[config.mk]
export PLATFORM = sky130hd
export DESIGN_NAME = lcd_write_engine
export DESIGN_NICKNAME = d
export VERILOG_FILES = /design/src/rtl/lcd_pkg.sv /design/src/rtl/lcd_delay_counter.sv /design/src/rtl/lcd_write_engine.sv
export SDC_FILE = /design/constraint.sdc
export NUM_CORES = 1
export LEC_CHECK = 0
export CAP_MARGIN = 20
export CORE_MARGIN = 2
export CORE_UTILIZATION = 48
export CTS_CLUSTER_DIAMETER = 40
export DETAILED_ROUTE_END_ITERATION = 12
export PLACE_DENSITY = 0.83
export SYNTH_ARGS = -nofsm -noshare
export SYNTH_HDL_FRONTEND = slang
export SYNTH_HIERARCHICAL = 1
export SYNTH_SLANG_ARGS = --single-unit
[constraint.sdc]
create_clock -name iClk -period 3.2 [get_ports iClk]
set_clock_uncertainty 0.2 [all_clocks]
set_input_delay 0.64 -clock iClk [delete_from_list [all_inputs] [get_ports iClk]]
set_output_delay 0.64 -clock iClk [all_outputs]
set_load 0.1 [all_outputs]
[src/rtl/lcd_pkg.sv]
// Shared types and helpers for the character-LCD write engine.
//   lcd_state_e  : engine state encoding
//   LCD_CMD_*    : instruction codes that need the long execution wait
//   is_long_cmd  : classifies a request as clear/home (long wait) or not
package lcd_pkg;

  typedef enum logic [2:0] {
    ST_IDLE,
    ST_SETUP,
    ST_EN_HI,
    ST_EN_LO,
    ST_EXEC
  } lcd_state_e;

  localparam logic [7:0] LCD_CMD_CLEAR = 8'h01;
  localparam logic [7:0] LCD_CMD_HOME  = 8'h02;

  // Clear (0x01) and home (0x02/0x03) are the only instructions whose upper
  // six bits are zero with a non-zero low pair; bit 0 of home is don't-care.
  function automatic logic is_long_cmd(input logic rs, input logic [7:0] data);
    logic [7:0] long_mask;
    long_mask   = LCD_CMD_CLEAR | LCD_CMD_HOME;
    is_long_cmd = !rs && ((data & ~long_mask) == 8'h00) && ((data & long_mask) != 8'h00);
  endfunction

endpackage

[src/rtl/lcd_delay_counter.sv]
// Loadable down-counter used to time each engine state.
//   clk_i   : clock
//   rst_ni  : synchronous active-low reset (clears the count)
//   load_i  : load value_i this cycle (takes priority over counting)
//   value_i : value to load (state length minus one)
//   zero_o  : count is zero; the owning state ends on this cycle
// The count saturates at zero so an idle counter never wraps.
module lcd_delay_counter #(
  parameter int unsigned W = 8
) (
  input  logic         clk_i,
  input  logic         rst_ni,
  input  logic         load_i,
  input  logic [W-1:0] value_i,
  output logic         zero_o
);

  logic [W-1:0] cnt_q;
  logic [W-1:0] cnt_d;

  always_comb begin
    cnt_d = cnt_q;
    if (load_i) begin
      cnt_d = value_i;
    end else if (cnt_q != '0) begin
      cnt_d = cnt_q - 1'b1;
    end
  end

  always_ff @(posedge clk_i) begin
    if (!rst_ni) begin
      cnt_q <= '0;
    end else begin
      cnt_q <= cnt_d;
    end
  end

  assign zero_o = (cnt_q == '0);

endmodule

[src/rtl/lcd_write_engine.sv]
// HD44780-class character-LCD bus write engine.
// Turns one byte request into timed RS/DATA/E bus cycles (8-bit or 4-bit bus)
// and then waits out the controller execution time before going idle.
//   iClk, nRst        : clock, synchronous active-low reset
//   iValid/oReady     : request handshake (accepted when both are high)
//   iData, iRS        : byte to write, register select (1 = data)
//   oDone             : one-cycle pulse when the request and its wait finish
//   LCD_DATA/RS/RW/En : registered LCD pins (RW tied low)
//
// state    | meaning
// ---------+---------------------------------------------------------
// ST_IDLE  | ready for a request, bus holds the last written value
// ST_SETUP | RS/DATA stable before E rises (SETUP_CYC)
// ST_EN_HI | E high pulse (EN_HIGH_CYC)
// ST_EN_LO | E low, hold plus minimum cycle (EN_LOW_CYC)
// ST_EXEC  | controller execution wait (EXEC_CYC or LONG_EXEC_CYC)
module lcd_write_engine
  import lcd_pkg::*;
#(
  parameter int unsigned SETUP_CYC     = 2,
  parameter int unsigned EN_HIGH_CYC   = 16,
  parameter int unsigned EN_LOW_CYC    = 16,
  parameter int unsigned EXEC_CYC      = 2000,
  parameter int unsigned LONG_EXEC_CYC = 80000,
  parameter bit          BUS_4BIT      = 1'b0
) (
  input  logic       iClk,
  input  logic       nRst,
  input  logic       iValid,
  output logic       oReady,
  input  logic [7:0] iData,
  input  logic       iRS,
  output logic       oDone,
  output logic [7:0] LCD_DATA,
  output logic       LCD_RS,
  output logic       LCD_RW,
  output logic       LCD_En
);

  localparam int unsigned CW = $clog2(LONG_EXEC_CYC + 1);

  // Counter is loaded with N-1 on entry so each state lasts exactly N cycles.
  localparam logic [CW-1:0] SETUP_LD = CW'(SETUP_CYC - 1);
  localparam logic [CW-1:0] EN_HI_LD = CW'(EN_HIGH_CYC - 1);
  localparam logic [CW-1:0] EN_LO_LD = CW'(EN_LOW_CYC - 1);
  localparam logic [CW-1:0] EXEC_LD  = CW'(EXEC_CYC - 1);
  localparam logic [CW-1:0] LONG_LD  = CW'(LONG_EXEC_CYC - 1);

  lcd_state_e    state_q, state_d;
  logic [7:0]    data_q, data_d;
  logic [7:0]    bus_q, bus_d;
  logic          rs_q, rs_d;
  logic          long_q, long_d;
  logic          nib_q, nib_d;
  logic          en_q, en_d;
  logic          ready_q, ready_d;
  logic          done_q, done_d;
  logic          cnt_load;
  logic [CW-1:0] cnt_val;
  logic          cnt_zero;

  lcd_delay_counter #(
    .W (CW)
  ) u_delay (
    .clk_i   (iClk),
    .rst_ni  (nRst),
    .load_i  (cnt_load),
    .value_i (cnt_val),
    .zero_o  (cnt_zero)
  );

  always_comb begin
    state_d  = state_q;
    data_d   = data_q;
    bus_d    = bus_q;
    rs_d     = rs_q;
    long_d   = long_q;
    nib_d    = nib_q;
    en_d     = en_q;
    ready_d  = ready_q;
    done_d   = 1'b0;
    cnt_load = 1'b0;
    cnt_val  = '0;

    unique case (state_q)
      ST_IDLE: begin
        if (iValid && ready_q) begin
          data_d   = iData;
          rs_d     = iRS;
          long_d   = is_long_cmd(iRS, iData);
          nib_d    = 1'b0;
          // 4-bit bus: high nibble goes first on DATA[7:4], DATA[3:0] held low.
          bus_d    = BUS_4BIT ? {iData[7:4], 4'h0} : iData;
          ready_d  = 1'b0;
          state_d  = ST_SETUP;
          cnt_load = 1'b1;
          cnt_val  = SETUP_LD;
        end
      end
      ST_SETUP: begin
        if (cnt_zero) begin
          en_d     = 1'b1;
          state_d  = ST_EN_HI;
          cnt_load = 1'b1;
          cnt_val  = EN_HI_LD;
        end
      end
      ST_EN_HI: begin
        if (cnt_zero) begin
          en_d     = 1'b0;
          state_d  = ST_EN_LO;
          cnt_load = 1'b1;
          cnt_val  = EN_LO_LD;
        end
      end
      ST_EN_LO: begin
        if (cnt_zero) begin
          cnt_load = 1'b1;
          if (BUS_4BIT && !nib_q) begin
            nib_d   = 1'b1;
            bus_d   = {data_q[3:0], 4'h0};
            state_d = ST_SETUP;
            cnt_val = SETUP_LD;
          end else begin
            state_d = ST_EXEC;
            cnt_val = long_q ? LONG_LD : EXEC_LD;
          end
        end
      end
      ST_EXEC: begin
        if (cnt_zero) begin
          done_d  = 1'b1;
          ready_d = 1'b1;
          state_d = ST_IDLE;
        end
      end
      default: begin
        en_d    = 1'b0;
        ready_d = 1'b1;
        state_d = ST_IDLE;
      end
    endcase
  end

  always_ff @(posedge iClk) begin
    if (!nRst) begin
      state_q <= ST_IDLE;
      data_q  <= '0;
      bus_q   <= '0;
      rs_q    <= 1'b0;
      long_q  <= 1'b0;
      nib_q   <= 1'b0;
      en_q    <= 1'b0;
      ready_q <= 1'b1;
      done_q  <= 1'b0;
    end else begin
      state_q <= state_d;
      data_q  <= data_d;
      bus_q   <= bus_d;
      rs_q    <= rs_d;
      long_q  <= long_d;
      nib_q   <= nib_d;
      en_q    <= en_d;
      ready_q <= ready_d;
      done_q  <= done_d;
    end
  end

  assign oReady   = ready_q;
  assign oDone    = done_q;
  assign LCD_DATA = bus_q;
  assign LCD_RS   = rs_q;
  assign LCD_RW   = 1'b0;
  assign LCD_En   = en_q;

endmodule
==> results of run 1 <==
==> layout make-up <==
type	count	area (µm²)	area share, %
inverter	4	15.0	0.730
clock buffer	7	55.1	2.68
clock inverter	1	30.0	1.46
timing repair buffer	31	260	12.7
multi-input combinational	157	978	47.6
tap	46	57.6	2.80
sequential	33	661	32.1
==> worst max path at each step <==
stage	cells after the start	start	end	slack (ps)
after floorplan	13	u_delay/cnt_q[0]	u_delay/cnt_q[9]	190
after global placement	12	u_delay/cnt_q[0]	u_delay/cnt_q[13]	250
after detailed placement	13	u_delay/cnt_q[0]	u_delay/cnt_q[13]	130
after CTS	13	u_delay/cnt_q[0]	u_delay/cnt_q[13]	90
after global routing	13	u_delay/cnt_q[1]	u_delay/cnt_q[13]	20
final	13	u_delay/cnt_q[0]	u_delay/cnt_q[13]	210
==> routing by layer <==
metal / up-vias / GRT usage [%] / part of all wire (%)
li1: 753 / - / -
met1: 645 / 22.8 / 46
met2: 26 / 31.8 / 48
met3: 5 / 6.07 / 4.8
met4: 0 / 5.83 / 1.2
met5: - / 0 / 0
==> placed cells by master, fill, tap and decap left out, types with 4 or more instances in the layout <==
master / netlist / layout
nand2b_1: 5 / 5
o21ai_0: 11 / 11
dfxtp_1: 33 / 33
xnor2_1: 8 / 8
nor4_1: 5 / 5
nor3_1: 8 / 8
clkbuf_4: 0 / 5
or2_2: 5 / 5
clkdlybuf4s50_1: 0 / 11
mux2i_1: 10 / 10
buf_4: 1 / 20
inv_1: 4 / 4
nand2_1: 45 / 43
nor2_1: 9 / 9
xor2_1: 4 / 4
==> sequential cells by signal (all words and copies together) (netlist names) <==
signal / cells
u_delay/cnt_q: 17
LCD_DATA: 8
state_q: 3
LCD_En: 1
LCD_RS: 1
long_q: 1
oDone: 1
oReady: 1
==> stage by stage <==
step / instance area, µm² / util [%] / hold WS, ps / std cells
6_report: 2060 / 61.6 / 264 / 279
5_1_grt: 2060 / 61.6 / 305 / 279
4_1_cts: 2050 / 61.3 / 266 / 279
3_5_place_dp: 1960 / 58.8 / 246 / 271
3_3_place_gp: 1960 / 58.8 / 247 / 271
2_1_floorplan: 1680 / - / 255 / 201
==> worst max-delay path, delay by kind of cell (launching register included) <==
family          cells  cell delay (ps)
fa+ha+maj           1              190
simple gates        8             1650
buf+inv             2              180
compound gates      2              370
flops               1              350
==> power by group <==
| group | total, mW | internal [mW] | switching, mW |
|---|---|---|---|
| sequential | 0.642 | 0.529 | 0.113 |
| clock | 0.328 | 0.187 | 0.141 |
| combinational | 1.17 | 0.516 | 0.658 |
==> cell families after synthesis <==
family / share of synthesized area, %
XOR/XNOR: 6.28
adder cells (fa/ha/maj): 0.747
flip-flops: 39.5
AO/OA/AOI/OAI: 12.0
multiplexers: 6.65
buffers and inverters: 3.21
AND/OR/NAND/NOR: 31.4
other: 0.224
==> what timing repair did <==
item / CTS / global route
gates resized for setup: 0 / 6
endpoints found under the setup margin: 0 / 9
setup buffers: 0 / 0
==> results by group, run 1 <==
Run status
  • Status: finished clean

Placement
  • Hpwl dp: 2440 µm
  • Pre-CTS WS: 126 ps
  • GPL Wtd Cong: 0.798
  • IO Port Bufs: 23

Worst setup path
  • Worst Reg-to-Reg Cells: 13
  • Worst-path fanout max: 6
  • Kind of end point of the critical path: register
  • Critical path arrival: 3070 ps
  • Crit path cell chain: inv_1 > ha_1 > or4b_4 > nor4b_4 > nand2_2 > inv_1 > nor2b_2 > and2_4 > or2_2 > and2_2 > nand2_1 > a31o_2 > a21oi_1
  • Critical Path Most Common Cell: inv_1
  • Crit path launch type: register
  • R2r endpoint: u_delay/cnt_q[13]
  • Slowest CP cell: or4b_4
  • Worst reg-to-reg setup slack: 210 ps
  • Slowest Stage Delay on Critical Path: 500 ps
  • Crit path required time: 3270 ps
  • R2R Path Start: u_delay/cnt_q[0]
  • Crit Path Class: register to register

Global route
  • Gr usage total: a little under a fifth
  • Global route total overflow: 0
  • First-pass GRT wire length: 6090 µm
  • Vias in the first global route: 1422
  • Antenna violations before repair: 0
  • Pin count of the biggest net entering global routing: 22

Power
  • Worst IR drop on VDD: 0.626 mV
  • Leakage power: 0.837 nW
  • Power per cell area: 1040 nW/µm²
  • Power, Total: 2.14 mW

Floorplan
  • Initial Util: between 50% and 60%
  • Core ar.: 3340 µm²
  • # rows: 21
  • # IOs: 25
  • Die X: ~63 µm
  • Die height: 63.1 µm
  • Die area: 3980 µm²

Yosys
  • Synth unique cells: 49
  • Post-synth ARST share: 0%
  • Syn_area_per_cell: 8.41 µm²
  • YS warnings: 6
  • Main synth FF type: dfxtp_1
  • Top cells by area, synth: dfxtp_1, nand2_1, mux2i_1
  • Synth cell count leaders: nand2_1, dfxtp_1, o21ai_0
  • Flops & latches, synth: 33
  • Cell taking the most area after synthesis: dfxtp_1
  • Mapped cell area: roughly 1700 µm²
  • Top-area cell type share of the netlist area: 39.5%
  • Number of synthesized flops with an enable pin: 0
  • Most numerous cell in the Yosys netlist: nand2_1
  • Seq/Total Area, Yosys: 39.5%
  • Cells after Synth: 199

Route
  • Initial detailed-routing violation count: 66
  • Antenna Nets Post-Route: 0
  • Final WL: 3290 µm
  • DR pass1 iterations: 4
  • Remaining routing DRC violations: 0
  • Vias: 1429
  • Vias/cell: around 5.1
  • Wirelength per Cell: ~12 µm

Min path
  • Worst hold path depth: 2
  • Hold Path End: LCD_DATA[2]
  • Hold path start: LCD_DATA[2]
  • Worst hold path class: register to register

Cells and area
  • Share of cells above drive strength 1: roughly a fifth
  • Ant diodes: 0
  • Fillers: 299
  • Final nets: 245
  • Area grow syn2layout: 22.9%

Clock network
  • Sink Count: 33
  • Clk_lat worst skew: 340 ps
  • CTS tree: done
  • Clock-pin transition on the worst setup and hold timing paths: 100 ps
  • Root Buffer: clkbuf_4
  • H-tree depth: 2
  • Max clock buf depth: 2
  • Hold_buf cts: 0
  • TritonCTS buffer count: 5

Timing
  • RSZ-0062 raised after global routing: false
  • Max-slew violation count: 0
  • Final Hold Fails: 0
  • Setup WS post-layout: 206 ps
  • Tmin final: 2990 ps
  • Final Setup Violations: 0
  • Fin crit share: between 90% and 100%
  • Peak Freq: 334 MHz
  • Sum Neg Setup Slack: 0 ps
  • Least-Margin Pin Slew: between 500 and 600 ps
  • Slew HR: 60.7%

Flow run
  • Max Cap Viol: 0
No activity file was read; power rests on OpenSTA's default activity.
==> run 2: changes to the inputs <==
--- a/constraint.sdc
+++ b/constraint.sdc
@@ -3,3 +3,3 @@
 set_input_delay 0.64 -clock iClk [delete_from_list [all_inputs] [get_ports iClk]]
 set_output_delay 0.64 -clock iClk [all_outputs]
-set_load 0.1 [all_outputs]
+set_load 0.005 [all_outputs]
==> run 2 against run 1 <==
- fmax grew 2.0%
- total power shrank 13%
- count of clock-buffer cells in the layout is the same
- largest power group unchanged
- critical path type unchanged
==> results by group, run 2 (synthesis results as in run 1) <==
Timing
  • Slew HR: 60.6% (-0.10 points)
  • Tmin final: 2940 ps (-57.7 ps)
  • Fin crit share: 91.8% (-1.8 points)
  • Final Hold Fails: 0 (unchanged)
  • Fin Hold WS: 265 ps (+1.25 ps)
  • Max-slew violation count: 0 (unchanged)
  • Least-Margin Pin Slew: 586 ps (+1.51 ps)
  • RSZ-0062 raised after global routing: false
  • Peak Freq: 341 MHz (+2.0%)
  • Setup WS post-layout: 263 ps (+57.7 ps)
  • Final Setup Violations: 0 (unchanged)
  • Sum Neg Setup Slack: 0 ps (unchanged)

Clock network
  • Max clock buf depth: 2 (unchanged)
  • H-tree depth: 2 (unchanged)
  • Clk_lat worst skew: 340 ps (about the same)
  • TritonCTS buffer count: 5 (unchanged)
  • Sink Count: 33 (unchanged)
  • Root Buffer: clkbuf_4
  • Number of setup buffers added after CTS: 0 (unchanged)
  • CTS tree: done
  • Clock-pin transition on the worst setup and hold timing paths: 100 ps (about the same)

Route
  • Remaining routing DRC violations: 0 (unchanged)
  • DR pass1 iterations: 4 (unchanged)
  • Final WL: 3360 µm (+2.1%)
  • Vias/cell: 5.16 (+0.72%)
  • Initial detailed-routing violation count: 41 (-38%)
  • Vias: 1429 (unchanged)
  • Wirelength per Cell: 12.1 µm (+2.8%)
  • Antenna Nets Post-Route: 0 (unchanged)

Floorplan
  • # IOs: 25 (unchanged)
  • # rows: 21 (unchanged)
  • Die X: 63.1 µm (unchanged)
  • Die height: 63.1 µm (unchanged)
  • Initial Util: 50.2% (unchanged)
  • Die area: 3980 µm² (unchanged)
  • Core ar.: 3340 µm² (unchanged)

Worst setup path
  • Crit Path Class: register to register
  • Slowest CP cell: or4b_4
  • Crit path launch type: register
  • R2R Path Start: u_delay/cnt_q[0]
  • Crit path cell chain: inv_1 > ha_1 > or4b_4 > nor4b_4 > nand2_2 > inv_1 > nor2b_1 > and2_2 > or2_2 > and2_2 > nand2_1 > a31o_2 > a21oi_1
  • Worst Setup EP: u_delay/cnt_q[13]
  • Kind of end point of the critical path: register
  • Critical path arrival: 3010 ps (-60 ps)
  • Origin of the worst setup path: u_delay/cnt_q[0]
  • R2r endpoint: u_delay/cnt_q[13]
  • Worst reg-to-reg setup slack: 260 ps (+60 ps)
  • Critical path depth: 13 (unchanged)
  • Top delay family on crit path: simple AND/OR/NAND/NOR gates
  • Worst Reg-to-Reg Cells: 13 (unchanged)
  • Crit path required time: 3280 ps (about the same)
  • Bufs and invs on worst path: 2 (unchanged)
  • Slowest Stage Delay on Critical Path: 500 ps (about the same)
  • Worst-path fanout max: 6 (unchanged)

Cells and area
  • Fillers: 309 (+3.3%)
  • Area grow syn2layout: 22.2%
  • Post-route insts no fill: 277 (-0.72%)
  • Share of cells above drive strength 1: 13.4% (-6.3 points)
  • Final nets: 244 (-0.41%)
  • Largest Register: u_delay/cnt_q
  • Design area: 2050 µm² (-0.55%)
  • Most frequent cells in the layout: nand2_1, dfxtp_1, clkdlybuf4s50_1
  • Ant diodes: 0 (unchanged)
  • Max reg flops: 17 (unchanged)
  • Layout Utilization: 61.3% (-0.34 points)
  • Commonest non-fill, non-tap cell in the layout: nand2_1

Placement
  • GPL Wtd Cong: 0.802 (+0.61%)
  • IO Port Bufs: 23 (unchanged)
  • Placed inst area: 1980 µm² (+1.1%)
  • Pre-CTS WS: 157 ps (+30.8 ps)
  • Hpwl dp: 2490 µm (+2.1%)
  • Placed Instances: 270 (-0.37%)

Global route
  • Antenna violations before repair: 0 (unchanged)
  • Vias in the first global route: 1390 (-2.3%)
  • Global route total overflow: 0 (unchanged)
  • First-pass GRT wire length: 5970 µm (-1.9%)
  • Pin count of the biggest net entering global routing: 20 (-9.1%)
  • Gr usage total: 18.8% (-0.10 points)

Flow run
  • Max Cap Viol: 0 (unchanged)

Power
  • Power, Total: 1.85 mW (-13%)
  • Power per cell area: 907 nW/µm² (-13%)
  • Worst IR drop on VDD: 0.406 mV (-35%)
  • Leakage power: 0.797 nW (-4.8%)

Run status
  • Status: finished clean

Min path
  • Worst hold path class: register to register
run 2: repair_timing:
item / 4_1_cts / 5_1_grt
resized for setup: 0 / 4
endpoints found under the setup margin: 0 / 10
endpoints found under the hold margin: 0 / 0
hold buffers: 0 / 0
run 2: worst min-delay path: cells and delay by family, from the launching register on:
kind / cells / cell delay (ps)
flip-flops: 1 / 320
multiplexers: 1 / 50
AND/OR/NAND/NOR: 1 / 50
run 2: layout make-up:
type	count	area, µm²	area share, %
Multi-Input combinational cell	157	975	47.6
Sequential cell	33	661	32.3
Timing Repair Buffer	30	283	13.8
Tap cell	46	57.6	2.81
Clock buffer	7	55.1	2.69
Inverter	4	15.0	0.734
run 2: worst min-delay path by stage:
stage                        to  slack [ps]   startpoint  depth (start not counted)
finish              LCD_DATA[2]         270  LCD_DATA[2]                          2
global route        LCD_DATA[5]         300  LCD_DATA[5]                          2
CTS                 LCD_DATA[0]         260  LCD_DATA[0]                          2
detailed placement  LCD_DATA[2]         250  LCD_DATA[2]                          2
global placement    LCD_DATA[5]         240  LCD_DATA[5]                          2
floorplan           LCD_DATA[0]         250  LCD_DATA[0]                          2
run 2: report_power, final:
part	switching [mW]	internal, mW	leakage [nW]	total, mW
registers	0.111	0.529	0.270	0.640
logic	0.473	0.503	0.495	0.977
clock network	0.135	0.104	0.0314	0.238
total	0.719	1.14	0.797	1.85
run 2: metal layers:
metal  global-route usage [%]  vias up  wire, µm
li1                         -      745         -
met5                        0        -         0
met3                     4.46        5       169
met2                     31.8       32      1550
met1                     22.6      647      1590
met4                     8.33        0        53
==> run 3: changes to the inputs <==
Settings changed: CTS_CLUSTER_DIAMETER 40 to 120, SETUP_SLACK_MARGIN set to 0.05.
==> run 3 against run 2 <==
- total power increased by 0.19%
- core utilization up 0.11 points
- count of clock-buffer cells in the layout is the same
- first-iteration DRC count is 4.9% lower
- global-route usage stayed put
- wire length down 0.21%
- clock power about the same
- critical path type unchanged
- largest cell class unchanged
- highest routed layer unchanged
==> results by group, run 3 (synthesis results as in run 1) <==
Timing
  • Slew HR: 60.5% (-0.11 points)
  • Final Hold Fails: 0 (unchanged)
  • Sum Neg Setup Slack: 0 ps (unchanged)
  • Max-slew violation count: 0 (unchanged)
  • Final Setup Violations: 0 (unchanged)
  • Fin crit share: 90.4% (-1.4 points)
  • RSZ-0062 raised after global routing: false
  • Least-Margin Pin Slew: 587 ps (+1.70 ps)
  • Peak Freq: 346 MHz (+1.6%)
  • Tmin final: 2890 ps (-45.4 ps)

Floorplan
  • Initial Util: 50.2% (unchanged)
  • # IOs: 25 (unchanged)
  • Core ar.: 3340 µm² (unchanged)
  • Die height: 63.1 µm (unchanged)
  • # rows: 21 (unchanged)
  • Die X: 63.1 µm (unchanged)
  • Die area: 3980 µm² (unchanged)

Min path
  • Worst hold path class: register to register

Worst setup path
  • Slowest CP cell: or4b_4
  • Crit path cell chain: inv_1 > ha_1 > or4b_4 > nor4b_4 > nand2_2 > inv_1 > nor2b_2 > and2_4 > or2_2 > and2_2 > nand2_1 > a31o_2 > a21oi_1
  • Top delay family on crit path: simple AND/OR/NAND/NOR gates
  • Crit path required time: 3270 ps (about the same)
  • Slowest Stage Delay on Critical Path: 500 ps (about the same)
  • Critical Path Most Common Cell: inv_1
  • Kind of end point of the critical path: register
  • Crit Path Class: register to register
  • Worst-path fanout max: 6 (unchanged)
  • Critical path arrival: 2970 ps (-40 ps)
  • Crit path launch type: register
  • Bufs and invs on worst path: 2 (unchanged)

Route
  • Vias/cell: 5.17 (+0.14%)
  • Vias: 1431 (+0.14%)
  • Final WL: 3360 µm (-0.21%)
  • DR pass1 iterations: 4 (unchanged)
  • Initial detailed-routing violation count: 39 (-4.9%)
  • Remaining routing DRC violations: 0 (unchanged)
  • Wirelength per Cell: 12.1 µm (-0.21%)
  • Antenna Nets Post-Route: 0 (unchanged)

Clock network
  • Post_cts resized: 0 (unchanged)
  • Root Buffer: clkbuf_4
  • Clock-pin transition on the worst setup and hold timing paths: 100 ps (about the same)
  • CTS tree: done
  • Hold_buf cts: 0 (unchanged)
  • Sink Count: 33 (unchanged)
  • Number of setup buffers added after CTS: 0 (unchanged)
  • Max clock buf depth: 2 (unchanged)
  • TritonCTS buffer count: 5 (unchanged)
  • Clk_lat worst skew: 340 ps (about the same)
  • H-tree depth: 2 (unchanged)

Cells and area
  • Largest Register: u_delay/cnt_q
  • Max reg flops: 17 (unchanged)
  • Post-route insts no fill: 277 (unchanged)
  • Design area: 2050 µm² (+0.18%)
  • Commonest non-fill, non-tap cell in the layout: nand2_1
  • Ant diodes: 0 (unchanged)
  • Fillers: 308 (-0.32%)
  • Area grow syn2layout: 22.4%
  • Share of cells above drive strength 1: 13.9% (+0.43 points)
  • Most frequent cells in the layout: nand2_1, dfxtp_1, clkdlybuf4s50_1
  • Final nets: 244 (unchanged)

Power
  • Psw: 719 µW (about the same)
  • Comb power frac: 52.8% (about the same)
  • Worst IR drop on VDD: 0.399 mV (-1.8%)
  • Internal cell power: 1.14 mW (+0.33%)
  • Power per cell area: 907 nW/µm² (about the same)
  • Power, Total: 1.86 mW (+0.19%)
  • Sequential share of power: 34.4% (about the same)
  • Clock power share: 12.8% (about the same)
  • Net Sw Frac: 38.7% (-0.088 points)
  • Leakage power: 0.798 nW (+0.10%)

Global route
  • Pin count of the biggest net entering global routing: 20 (unchanged)
  • First-pass GRT wire length: 5970 µm (unchanged)
  • Vias in the first global route: 1390 (unchanged)
  • Global route total overflow: 0 (unchanged)
  • Antenna violations before repair: 0 (unchanged)
  • Gr usage total: 18.8% (unchanged)

Placement
  • Placed Instances: 270 (unchanged)
  • IO Port Bufs: 23 (unchanged)
  • GPL Wtd Cong: 0.802 (unchanged)
  • Hpwl dp: 2490 µm (unchanged)
  • Placed inst area: 1980 µm² (unchanged)

Flow run
  • Max Cap Viol: 0 (unchanged)

Run status
  • Status: finished clean
-- run 3: changes by cell type in the layout (fill, tap and decap cells not counted) --
cell / previous run / this run
nor2b_1: 3 / 2
nor2b_2: 0 / 1
and2_2: 3 / 2
and2_4: 0 / 1
-- run 3: worst reg2reg max path: cells and delay by family (launching register included) --
family | cells | cell delay (ps)
simple gates | 8 | 1590
flops | 1 | 350
compound gates | 2 | 340
fa+ha+maj | 1 | 190
buf+inv | 2 | 160
-- run 3: area by class of cell --
| class | instances | area (µm²) | share of cell area, % |
|---|---|---|---|
| clock buffers | 7 | 55.1 | 2.69 |
| inverters | 4 | 15.0 | 0.733 |
| multi-input cells | 157 | 978 | 47.7 |
| flip-flops and latches | 33 | 661 | 32.2 |
| well taps | 46 | 57.6 | 2.81 |
| repair buffers | 30 | 283 | 13.8 |
-- run 3: worst paths after layout --
path	end	slack, ps	cells after the start	startpoint
setup / recovery	u_delay/cnt_q[13]	310	13	u_delay/cnt_q[0]
hold / removal	LCD_DATA[2]	270	2	LCD_DATA[2]
setup reg to reg	u_delay/cnt_q[13]	310	13	u_delay/cnt_q[0]
hold reg to reg	LCD_DATA[2]	270	2	LCD_DATA[2]
-- run 3: metrics by stage --
stage / setup WS [ps] / util, % / hold WS (ps)
final: 309 / 61.4 / 265
after global routing: 78.2 / 61.4 / 297
after CTS: 128 / 61.1 / 264
after detailed placement: 157 / 59.4 / 250
after global placement: 242 / 59.4 / 242
after floorplan: 188 / - / 251
-- run 3: metal layers --
metal / vias up / GRT usage [%] / wire [µm]
met5: - / 0 / 0
met4: 0 / 8.33 / 53
met3: 5 / 4.46 / 150
met2: 28 / 31.8 / 1560
met1: 654 / 22.6 / 1590
li1: 744 / - / -
-- run 3: power by group through the flow --
stage / combinational (mW) / sequential (mW) / clock [mW]
after detailed placement: 0.967 / 0.647 / 0
after global routing: 1.10 / 0.657 / 0.265
after floorplan: 0.737 / 0.627 / 0
final: 0.980 / 0.640 / 0.238
after CTS: 0.973 / 0.640 / 0.249
after global placement: 0.952 / 0.645 / 0
